$ cat config.mk
export PLATFORM = sky130hd
export DESIGN_NAME = monitor_capture_ctrl_flat
export DESIGN_NICKNAME = d
export VERILOG_FILES = /design/src/rtl/monitor_capture_ctrl_pkg.sv /design/src/rtl/monitor_capture_ctrl_if.sv /design/src/rtl/monitor_capture_ctrl_fifo.sv /design/src/rtl/monitor_capture_ctrl.sv /design/src/flat_wrapper.sv
export SDC_FILE = /design/constraint.sdc
export NUM_CORES = 1
export LEC_CHECK = 0
export CORE_ASPECT_RATIO = 1.4
export CORE_MARGIN = 5
export CORE_UTILIZATION = 50
export DETAILED_ROUTE_END_ITERATION = 8
export PLACE_DENSITY = 0.74
export SLEW_MARGIN = 5
export SYNTH_ARGS = -nofsm -noshare
export SYNTH_HDL_FRONTEND = slang
export SYNTH_SLANG_ARGS = --single-unit
$ cat constraint.sdc
create_clock -name MCLK_IN -period 2.7 [get_ports MCLK_IN]
set_input_delay 0.405 -clock MCLK_IN [delete_from_list [all_inputs] [get_ports MCLK_IN]]
set_output_delay 0.405 -clock MCLK_IN [all_outputs]
set_load 0.01 [all_outputs]
$ cat src/rtl/monitor_capture_ctrl_pkg.sv
// Shared types for the SPI Monitor capture front end: snapshot layout, presenter states, CTRL_IN bits.
package monitor_pkg;

    // Field order matches the Monitor wire order {signal, data, addr}
    typedef struct packed {
        logic [3:0]  signal;
        logic [15:0] data;
        logic [23:0] addr;
    } mon_snapshot_t;

    typedef enum logic [1:0] {
        IDLE,
        LOAD,
        ARMED,
        ACTIVE
    } mon_pres_state_t;

    localparam int CTRL_CAPTURE_EN_BIT = 0;
    localparam int CTRL_STALL_BIT      = 1;

endpackage

$ cat src/rtl/monitor_capture_ctrl_if.sv
// Bus-side and Monitor-side signal bundle of monitor_capture_ctrl; slave = the capture block.
interface monitor_capture_ctrl_if #(
    parameter int DEPTH = 4
);
    localparam int LVL_W = $clog2(DEPTH) + 1;

    logic              AS_N_IN;
    logic              UDS_N_IN;
    logic              LDS_N_IN;
    logic [23:0]       ADDR_IN;
    logic [15:0]       DATA_IN;
    logic [3:0]        OUTPUT_SIGNAL_IN;
    logic              SPISS_IN;
    logic [3:0]        CTRL_IN;
    logic [23:0]       MON_ADDR;
    logic [15:0]       MON_DATA;
    logic [3:0]        MON_SIGNAL;
    logic              DTACK_HOLD;
    logic              OVERFLOW;
    logic [LVL_W-1:0]  FIFO_LEVEL;

    modport slave (
        input  AS_N_IN, UDS_N_IN, LDS_N_IN, ADDR_IN, DATA_IN, OUTPUT_SIGNAL_IN,
        input  SPISS_IN, CTRL_IN,
        output MON_ADDR, MON_DATA, MON_SIGNAL, DTACK_HOLD, OVERFLOW, FIFO_LEVEL
    );

    modport master (
        output AS_N_IN, UDS_N_IN, LDS_N_IN, ADDR_IN, DATA_IN, OUTPUT_SIGNAL_IN,
        output SPISS_IN, CTRL_IN,
        input  MON_ADDR, MON_DATA, MON_SIGNAL, DTACK_HOLD, OVERFLOW, FIFO_LEVEL
    );

endinterface

$ cat src/rtl/monitor_capture_ctrl_fifo.sv
// Snapshot FIFO (mon_snapshot_fifo): DEPTH entries, pointers one bit wider than the address.
module mon_snapshot_fifo
    import monitor_pkg::*;
#(
    parameter int DEPTH = 4
) (
    input  logic                     clk_i,
    input  logic                     rst_n_i,
    input  logic                     push_i,
    input  logic                     pop_i,
    input  mon_snapshot_t            wdata_i,
    output mon_snapshot_t            rdata_o,
    output logic                     full_o,
    output logic                     empty_o,
    output logic [$clog2(DEPTH):0]   level_o
);
    localparam int AW = $clog2(DEPTH);
    localparam logic [AW:0] PTR_ONE = 1;

    mon_snapshot_t mem_q [DEPTH];
    logic [AW:0]   wr_ptr_q, wr_ptr_d;
    logic [AW:0]   rd_ptr_q, rd_ptr_d;
    logic          do_push, do_pop;

    assign empty_o = (wr_ptr_q == rd_ptr_q);
    assign full_o  = (wr_ptr_q[AW] != rd_ptr_q[AW]) && (wr_ptr_q[AW-1:0] == rd_ptr_q[AW-1:0]);
    assign level_o = wr_ptr_q - rd_ptr_q;
    assign rdata_o = mem_q[rd_ptr_q[AW-1:0]];

    // A push into a full FIFO is accepted only when the head leaves on the same edge
    assign do_pop  = pop_i & ~empty_o;
    assign do_push = push_i & (~full_o | do_pop);

    assign wr_ptr_d = do_push ? wr_ptr_q + PTR_ONE : wr_ptr_q;
    assign rd_ptr_d = do_pop  ? rd_ptr_q + PTR_ONE : rd_ptr_q;

    always_ff @(posedge clk_i or negedge rst_n_i) begin
        if (!rst_n_i) begin
            wr_ptr_q <= '0;
            rd_ptr_q <= '0;
        end else begin
            wr_ptr_q <= wr_ptr_d;
            rd_ptr_q <= rd_ptr_d;
        end
    end

    always_ff @(posedge clk_i) begin
        if (do_push) mem_q[wr_ptr_q[AW-1:0]] <= wdata_i;
    end

endmodule

$ cat src/rtl/monitor_capture_ctrl.sv
// 68000 bus-cycle capture sequencer feeding the SPI Monitor; one snapshot presented per SPI frame.
// Optional DTACK stall on a full FIFO is built when MONITOR_CAPTURE_STALL_EN is defined.
module monitor_capture_ctrl
    import monitor_pkg::*;
#(
    parameter int DEPTH       = 4,
    parameter int SYNC_STAGES = 2
) (
    input  logic                  MCLK_IN,
    input  logic                  RST_N_IN,
    monitor_capture_ctrl_if.slave bus
);
    localparam int LVL_W = $clog2(DEPTH) + 1;

    mon_snapshot_t             cap_q, head, mon_q;
    logic                      cap_vld_q;
    logic [SYNC_STAGES-1:0]    sync_q, fill_q;
    mon_pres_state_t           state_q;
    logic                      ovf_q;
    logic                      strobe, qual, push, pop, ss, ss_ok, full, empty;
    logic [LVL_W-1:0]          level;

    assign strobe = ~bus.AS_N_IN & ~(bus.UDS_N_IN & bus.LDS_N_IN);
    assign qual   = strobe & bus.CTRL_IN[CTRL_CAPTURE_EN_BIT];
    assign push   = bus.AS_N_IN & cap_vld_q;
    assign ss     = sync_q[SYNC_STAGES-1];
    // fill_q marks when the synchroniser holds real samples rather than its reset zeros
    assign ss_ok  = fill_q[SYNC_STAGES-1];
    assign pop    = (state_q == ACTIVE) & ~ss;

    always_ff @(posedge MCLK_IN) begin
        if (qual) cap_q <= '{signal: bus.OUTPUT_SIGNAL_IN, data: bus.DATA_IN, addr: bus.ADDR_IN};
    end

    always_ff @(posedge MCLK_IN or negedge RST_N_IN) begin
        if (!RST_N_IN) begin
            cap_vld_q <= 1'b0;
            sync_q    <= '0;
            fill_q    <= '0;
            ovf_q     <= 1'b0;
        end else begin
            if (qual)      cap_vld_q <= 1'b1;
            else if (push) cap_vld_q <= 1'b0;
            sync_q <= (sync_q << 1) | SYNC_STAGES'(bus.SPISS_IN);
            fill_q <= (fill_q << 1) | SYNC_STAGES'(1);
            if (!bus.CTRL_IN[CTRL_CAPTURE_EN_BIT]) ovf_q <= 1'b0;
            else if (push && full && !pop)         ovf_q <= 1'b1;
        end
    end

    mon_snapshot_fifo #(.DEPTH(DEPTH)) u_fifo (
        .clk_i   (MCLK_IN),
        .rst_n_i (RST_N_IN),
        .push_i  (push),
        .pop_i   (pop),
        .wdata_i (cap_q),
        .rdata_o (head),
        .full_o  (full),
        .empty_o (empty),
        .level_o (level)
    );

    // Presenter: MON_* only change in LOAD, so they are frozen for the whole frame
    always_ff @(posedge MCLK_IN or negedge RST_N_IN) begin
        if (!RST_N_IN) begin
            state_q <= IDLE;
            mon_q   <= '0;
        end else begin
            case (state_q)
                IDLE:    if (!empty && ss_ok && !ss) state_q <= LOAD;
                LOAD: begin
                    mon_q   <= head;
                    state_q <= ARMED;
                end
                ARMED:   if (ss) state_q <= ACTIVE;
                ACTIVE:  if (!ss) state_q <= IDLE;
                default: state_q <= IDLE;
            endcase
        end
    end

    assign bus.MON_ADDR   = mon_q.addr;
    assign bus.MON_DATA   = mon_q.data;
    assign bus.MON_SIGNAL = mon_q.signal;
    assign bus.OVERFLOW   = ovf_q;
    assign bus.FIFO_LEVEL = level;

`ifdef MONITOR_CAPTURE_STALL_EN
    logic unused_ctrl;
    assign unused_ctrl    = ^bus.CTRL_IN[3:2];
    assign bus.DTACK_HOLD = strobe & bus.CTRL_IN[CTRL_STALL_BIT] & bus.CTRL_IN[CTRL_CAPTURE_EN_BIT]
                            & full & ~pop;
`else
    logic unused_ctrl;
    assign unused_ctrl    = ^bus.CTRL_IN[3:1];
    assign bus.DTACK_HOLD = 1'b0;
`endif

endmodule

$ cat src/flat_wrapper.sv
// flat-port wrapper written by rule: the top's interface ports become plain ports
module monitor_capture_ctrl_flat import monitor_pkg::*;
#(
    parameter int DEPTH       = 4,
    parameter int SYNC_STAGES = 2
)
  (MCLK_IN, RST_N_IN, bus_AS_N_IN, bus_UDS_N_IN, bus_LDS_N_IN, bus_ADDR_IN, bus_DATA_IN, bus_OUTPUT_SIGNAL_IN, bus_SPISS_IN, bus_CTRL_IN, bus_MON_ADDR, bus_MON_DATA, bus_MON_SIGNAL, bus_DTACK_HOLD, bus_OVERFLOW, bus_FIFO_LEVEL);
  monitor_capture_ctrl_if #(.DEPTH(DEPTH)) bus_i ();
  input  logic MCLK_IN;
  input  logic RST_N_IN;
  input wire logic [$bits(bus_i.AS_N_IN)-1:0] bus_AS_N_IN;
  input wire logic [$bits(bus_i.UDS_N_IN)-1:0] bus_UDS_N_IN;
  input wire logic [$bits(bus_i.LDS_N_IN)-1:0] bus_LDS_N_IN;
  input wire logic [$bits(bus_i.ADDR_IN)-1:0] bus_ADDR_IN;
  input wire logic [$bits(bus_i.DATA_IN)-1:0] bus_DATA_IN;
  input wire logic [$bits(bus_i.OUTPUT_SIGNAL_IN)-1:0] bus_OUTPUT_SIGNAL_IN;
  input wire logic [$bits(bus_i.SPISS_IN)-1:0] bus_SPISS_IN;
  input wire logic [$bits(bus_i.CTRL_IN)-1:0] bus_CTRL_IN;
  output wire logic [$bits(bus_i.MON_ADDR)-1:0] bus_MON_ADDR;
  output wire logic [$bits(bus_i.MON_DATA)-1:0] bus_MON_DATA;
  output wire logic [$bits(bus_i.MON_SIGNAL)-1:0] bus_MON_SIGNAL;
  output wire logic [$bits(bus_i.DTACK_HOLD)-1:0] bus_DTACK_HOLD;
  output wire logic [$bits(bus_i.OVERFLOW)-1:0] bus_OVERFLOW;
  output wire logic [$bits(bus_i.FIFO_LEVEL)-1:0] bus_FIFO_LEVEL;
  assign bus_i.AS_N_IN = bus_AS_N_IN;
  assign bus_i.UDS_N_IN = bus_UDS_N_IN;
  assign bus_i.LDS_N_IN = bus_LDS_N_IN;
  assign bus_i.ADDR_IN = bus_ADDR_IN;
  assign bus_i.DATA_IN = bus_DATA_IN;
  assign bus_i.OUTPUT_SIGNAL_IN = bus_OUTPUT_SIGNAL_IN;
  assign bus_i.SPISS_IN = bus_SPISS_IN;
  assign bus_i.CTRL_IN = bus_CTRL_IN;
  assign bus_MON_ADDR = bus_i.MON_ADDR;
  assign bus_MON_DATA = bus_i.MON_DATA;
  assign bus_MON_SIGNAL = bus_i.MON_SIGNAL;
  assign bus_DTACK_HOLD = bus_i.DTACK_HOLD;
  assign bus_OVERFLOW = bus_i.OVERFLOW;
  assign bus_FIFO_LEVEL = bus_i.FIFO_LEVEL;
  monitor_capture_ctrl #(.DEPTH(DEPTH), .SYNC_STAGES(SYNC_STAGES)) u_core (.MCLK_IN(MCLK_IN), .RST_N_IN(RST_N_IN), .bus(bus_i));
endmodule
==> flow_summary.rst <==
.. list-table::
   :header-rows: 1

   * - Metric
     - Value
   * - Status
     - finished, violations left
   * - Violated checks
     - hold timing
   * - Post-layout min period
     - 2490 ps
   * - Count of flip-flops with a built-in enable after synthesis
     - 220
   * - Gate Count Post-Synth
     - 436
   * - Multiplexer fraction of the synthesized cell area
     - between 10% and 20%
   * - First-pass iteration count of the detailed router
     - 4
   * - Critical Path Start Type
     - register
   * - Cts bufs inserted
     - 25
   * - Number of antenna violations at the first check in global routing
     - 0
   * - Worst endpoint required time
     - 2300 ps
   * - Critical setup path kind
     - register to output pin
   * - Gate family responsible for the most delay along the worst path
     - adder cells
   * - Number of clock sinks seen by CTS
     - ~280
   * - Skew-Pair Late Insertion Delay
     - 510 ps
   * - Primary FF master, synth
     - sky130_fd_sc_hd__edfxtp_1
   * - Area fraction of the dominant cell type after synthesis
     - between 60% and 70%
   * - Count of maximum capacitance violations
     - 0
   * - Register-to-Register Setup Slack
     - between 400 and 500 ps
   * - Largest area contributor in the netlist
     - sky130_fd_sc_hd__edfxtp_1
   * - Reg-to-reg critical path startpoint
     - u_core.state_q[0]$_DFFE_PN0P_
   * - Setup TNS
     - 0 ps
   * - Final setup violation count
     - 0
   * - HPWL reported at the end of detailed placement
     - about 10,000 um
   * - Final period utilization
     - 92.2%
   * - Worst setup EP type
     - output pin
   * - Layout overhead on the synthesized area
     - 21.7%
   * - Synthesized Nets
     - 502
   * - Final Net Count
     - 624
   * - Hold crit path type
     - input pin to asynchronous set/reset pin
   * - Number of antenna cells inserted
     - 0
   * - Library cells used by synthesis
     - 33
   * - Synth Area in Adders
     - between 1.5 and 2%
   * - Per-cell via count in the routed design
     - 5.36
   * - Clock tree from TritonCTS
     - done
   * - Total via count after detailed routing
     - 4,457
   * - Dominant combinational cell family by area after synthesis
     - multiplexers
   * - Root Buffer Master
     - sky130_fd_sc_hd__clkbuf_16
   * - Maximum achievable frequency
     - 401 MHz
   * - First-pass GRT wire length
     - 28,500 um
   * - Met3 wire length
     - 823 um
   * - Cell row count
     - 62
   * - Pin count of the biggest net entering global routing
     - 59
   * - CP arrival
     - 2090 ps
   * - Total of hold buffers inserted after clock tree synthesis
     - 0
   * - Filler Cell Count
     - 1,404
   * - Count of H-tree levels built during CTS
     - 1
   * - Vias in the first global route
     - 5,086
   * - Longest individual stage delay on the worst path
     - 420 ps
   * - Post-Route Utilization
     - 61.3%
   * - Starting density of the core
     - a little over 50%
   * - Leakage power
     - 4.40 nW
   * - Horizontal extent of the die
     - roughly 130 um
   * - Floorplan Core Area
     - between 20,000 and 25,000 um2
   * - Total number of yosys warnings
     - 0
   * - Slowest CP cell
     - sky130_fd_sc_hd__dfrtp_1
   * - Xor/xnor share of the synthesized area
     - 0.584%
   * - Worst hold margin
     - -21.1 ps
   * - Post-DR wirelength/cell
     - 21.6 um
   * - Transition time at the pin with the least slew margin
     - around 940 ps
   * - Antenna Violating Nets Remaining
     - 0
   * - Grt ovf
     - 0
   * - Top cell types by occurrence after synthesis
     - 220 x sky130_fd_sc_hd__edfxtp_1, 58 x sky130_fd_sc_hd__dfrtp_1, 44 x sky130_fd_sc_hd__mux4_2
   * - Syn avg cell area
     - 23.6 um2
   * - DRC violation total after the first TritonRoute iteration
     - around 250
   * - Global-route total usage across every layer
     - 15.3%
   * - PortBufs
     - 98
   * - Detailed route wirelength on metal2
     - 9880 um
   * - Worst Slack Setup Final
     - 209 ps
   * - Reg clk slew, reported paths
     - 60 ps
   * - Share of post-route cells with drive strength above 1
     - 26.8%
   * - Fraction of the mapped netlist area in simple logic gates
     - 0.852%
   * - Most frequently used cell type in the post-synthesis netlist
     - sky130_fd_sc_hd__edfxtp_1
   * - Async set-or-reset flop fraction in the synthesized netlist
     - 20.9%
   * - Maximum root-to-sink buffer count
     - 3
   * - Seq/Total Area, Yosys
     - 78.4%
   * - Number of top-level design ports
     - 103
   * - Residual DRC count
     - 0
   * - List of cells traversed by the critical path
     - inv_2, ha_1, inv_1, fa_1, xnor2_1, dlygate4sd2_1
   * - Wire length the detailed router placed on met1
     - 6840 um
   * - Top routing layer used
     - met4
   * - Drt total wl
     - ~18,000 um
   * - P per Cell Area
     - 1060 nW/um2
   * - Flops & latches, synth
     - ~280
   * - Worst clock skew
     - 10.9 ps
   * - DIE HEIGHT
     - 180 um
   * - Global placement routability congestion
     - 0.723
   * - Post-synthesis compound-gate area fraction
     - less than 1%
   * - Depth of the most critical reg-to-reg path
     - 5
   * - Final number of hold-violating endpoints
     - 3
   * - Pins over their slew limit
     - 0
   * - Buffering stage count on the worst path with inverters included
     - 3
   * - Critical path peak fanout
     - 3
   * - Rel. slew slack
     - 37.1%
   * - Unrepaired setup endpoints after global routing
     - false
   * - Syn Std Cell Area
     - 10,300 um2
   * - Placement-stage worst setup slack
     - approximately 320 ps
   * - Reg-to-reg critical path endpoint
     - u_core.u_fifo.mem_q[0][31]$_DFFE_PP_
   * - Top area cells in the synthesized netlist
     - sky130_fd_sc_hd__edfxtp_1 64%, sky130_fd_sc_hd__dfrtp_1 14%, sky130_fd_sc_hd__mux4_2 9.6%, sky130_fd_sc_hd__mux2_4 5.8%, sky130_fd_sc_hd__ha_1 1.3%
   * - Worst voltage drop across the vdd grid
     - roughly 0.77 mV
   * - Area of the die
     - between 20,000 and 25,000 um2
==> logic make-up after synthesis <==
logic type | Yosys count
flip-flops | 278
multiplexers | 90
buffers and inverters | 25
AND/OR/NAND/NOR | 15
adder cells (fa/ha/maj) | 12
AO/OA/AOI/OAI | 8
XOR/XNOR | 6
other | 2
==> cells in the final DEF (no fill, tap or decap), drive strengths merged, types with 4 or more instances in the layout <==
cell and count:
edfxtp 220, clkdlybuf4s50 95, dfrtp 58, mux2 46, mux4 44, clkbuf 27
buf 14, ha 11, inv 9, clkinv 8, bufinv 6, nand2 4
and2 4
==> how the worst max path moves through the flow <==
stage | startpoint | to | cells past startpoint
after detailed placement | u_core.u_fifo.wr_ptr_q[0]$_DFFE_PN0P_ | bus_FIFO_LEVEL[2] | 6
final | u_core.u_fifo.wr_ptr_q[0]$_DFFE_PN0P_ | bus_FIFO_LEVEL[2] | 6
after floorplan | u_core.u_fifo.rd_ptr_q[1]$_DFFE_PN0P_ | u_core.u_fifo.mem_q[3][0]$_DFFE_PP_ | 6
after global routing | u_core.u_fifo.wr_ptr_q[0]$_DFFE_PN0P_ | bus_FIFO_LEVEL[2] | 6
after CTS | u_core.u_fifo.wr_ptr_q[0]$_DFFE_PN0P_ | bus_FIFO_LEVEL[2] | 6
after global placement | u_core.u_fifo.wr_ptr_q[0]$_DFFE_PN0P_ | bus_FIFO_LEVEL[2] | 6
==> layout make-up <==
class	count	area, um2	share of cell area [%]
timing repair buffer	111	1150	9.19
sequential	278	8060	64.5
multi-input combinational	133	2060	16.4
clock inverter	17	239	1.91
tap	256	320	2.56
inverter	9	33.8	0.270
clock buffer	27	643	5.14
==> layer usage <==
layer	GRT usage [%]	vias up
li1	-	1976
met1	18.2	2353
met2	28.0	101
met3	2.68	27
met4	4.70	0
met5	0	-
==> state kept, by name, indices dropped and copies added (netlist names) <==
signal                  cells
u_core.u_fifo.mem_q       176
u_core.cap_q               44
u_core.bus.MON_ADDR        24
u_core.bus.MON_DATA        16
u_core.bus.MON_SIGNAL       4
u_core.u_fifo.rd_ptr_q      3
u_core.u_fifo.wr_ptr_q      3
u_core.fill_q               2
u_core.state_q              2
u_core.sync_q               2
u_core.bus.OVERFLOW         1
u_core.cap_vld_q            1
==> timing repair <==
action                                  4_1_cts  5_1_grt
endpoints found under the setup margin        2        0
buffers inserted                              1        0
hold endpoints to repair                      0        0
resized for setup                             3        0
==> where the power goes <==
group          switching [W]  internal, W
combinational        0.00156      0.00227
sequential          0.000392      0.00534
clock                0.00147      0.00229
==> through the flow <==
| step | total power (W) | instances | instance area (um2) | hold slack (ps) |
|---|---|---|---|---|
| floorplan | 0.00830 | 436 | 10300 | 109 |
| global placement | 0.00961 | 786 | 11600 | 331 |
| detailed placement | 0.00973 | 786 | 11600 | 337 |
| CTS | 0.0135 | 831 | 12500 | 31.7 |
| global route | 0.0139 | 831 | 12500 | 80.2 |
| finish | 0.0133 | 831 | 12500 | -21.1 |
Power figures use the tool's default switching activity.
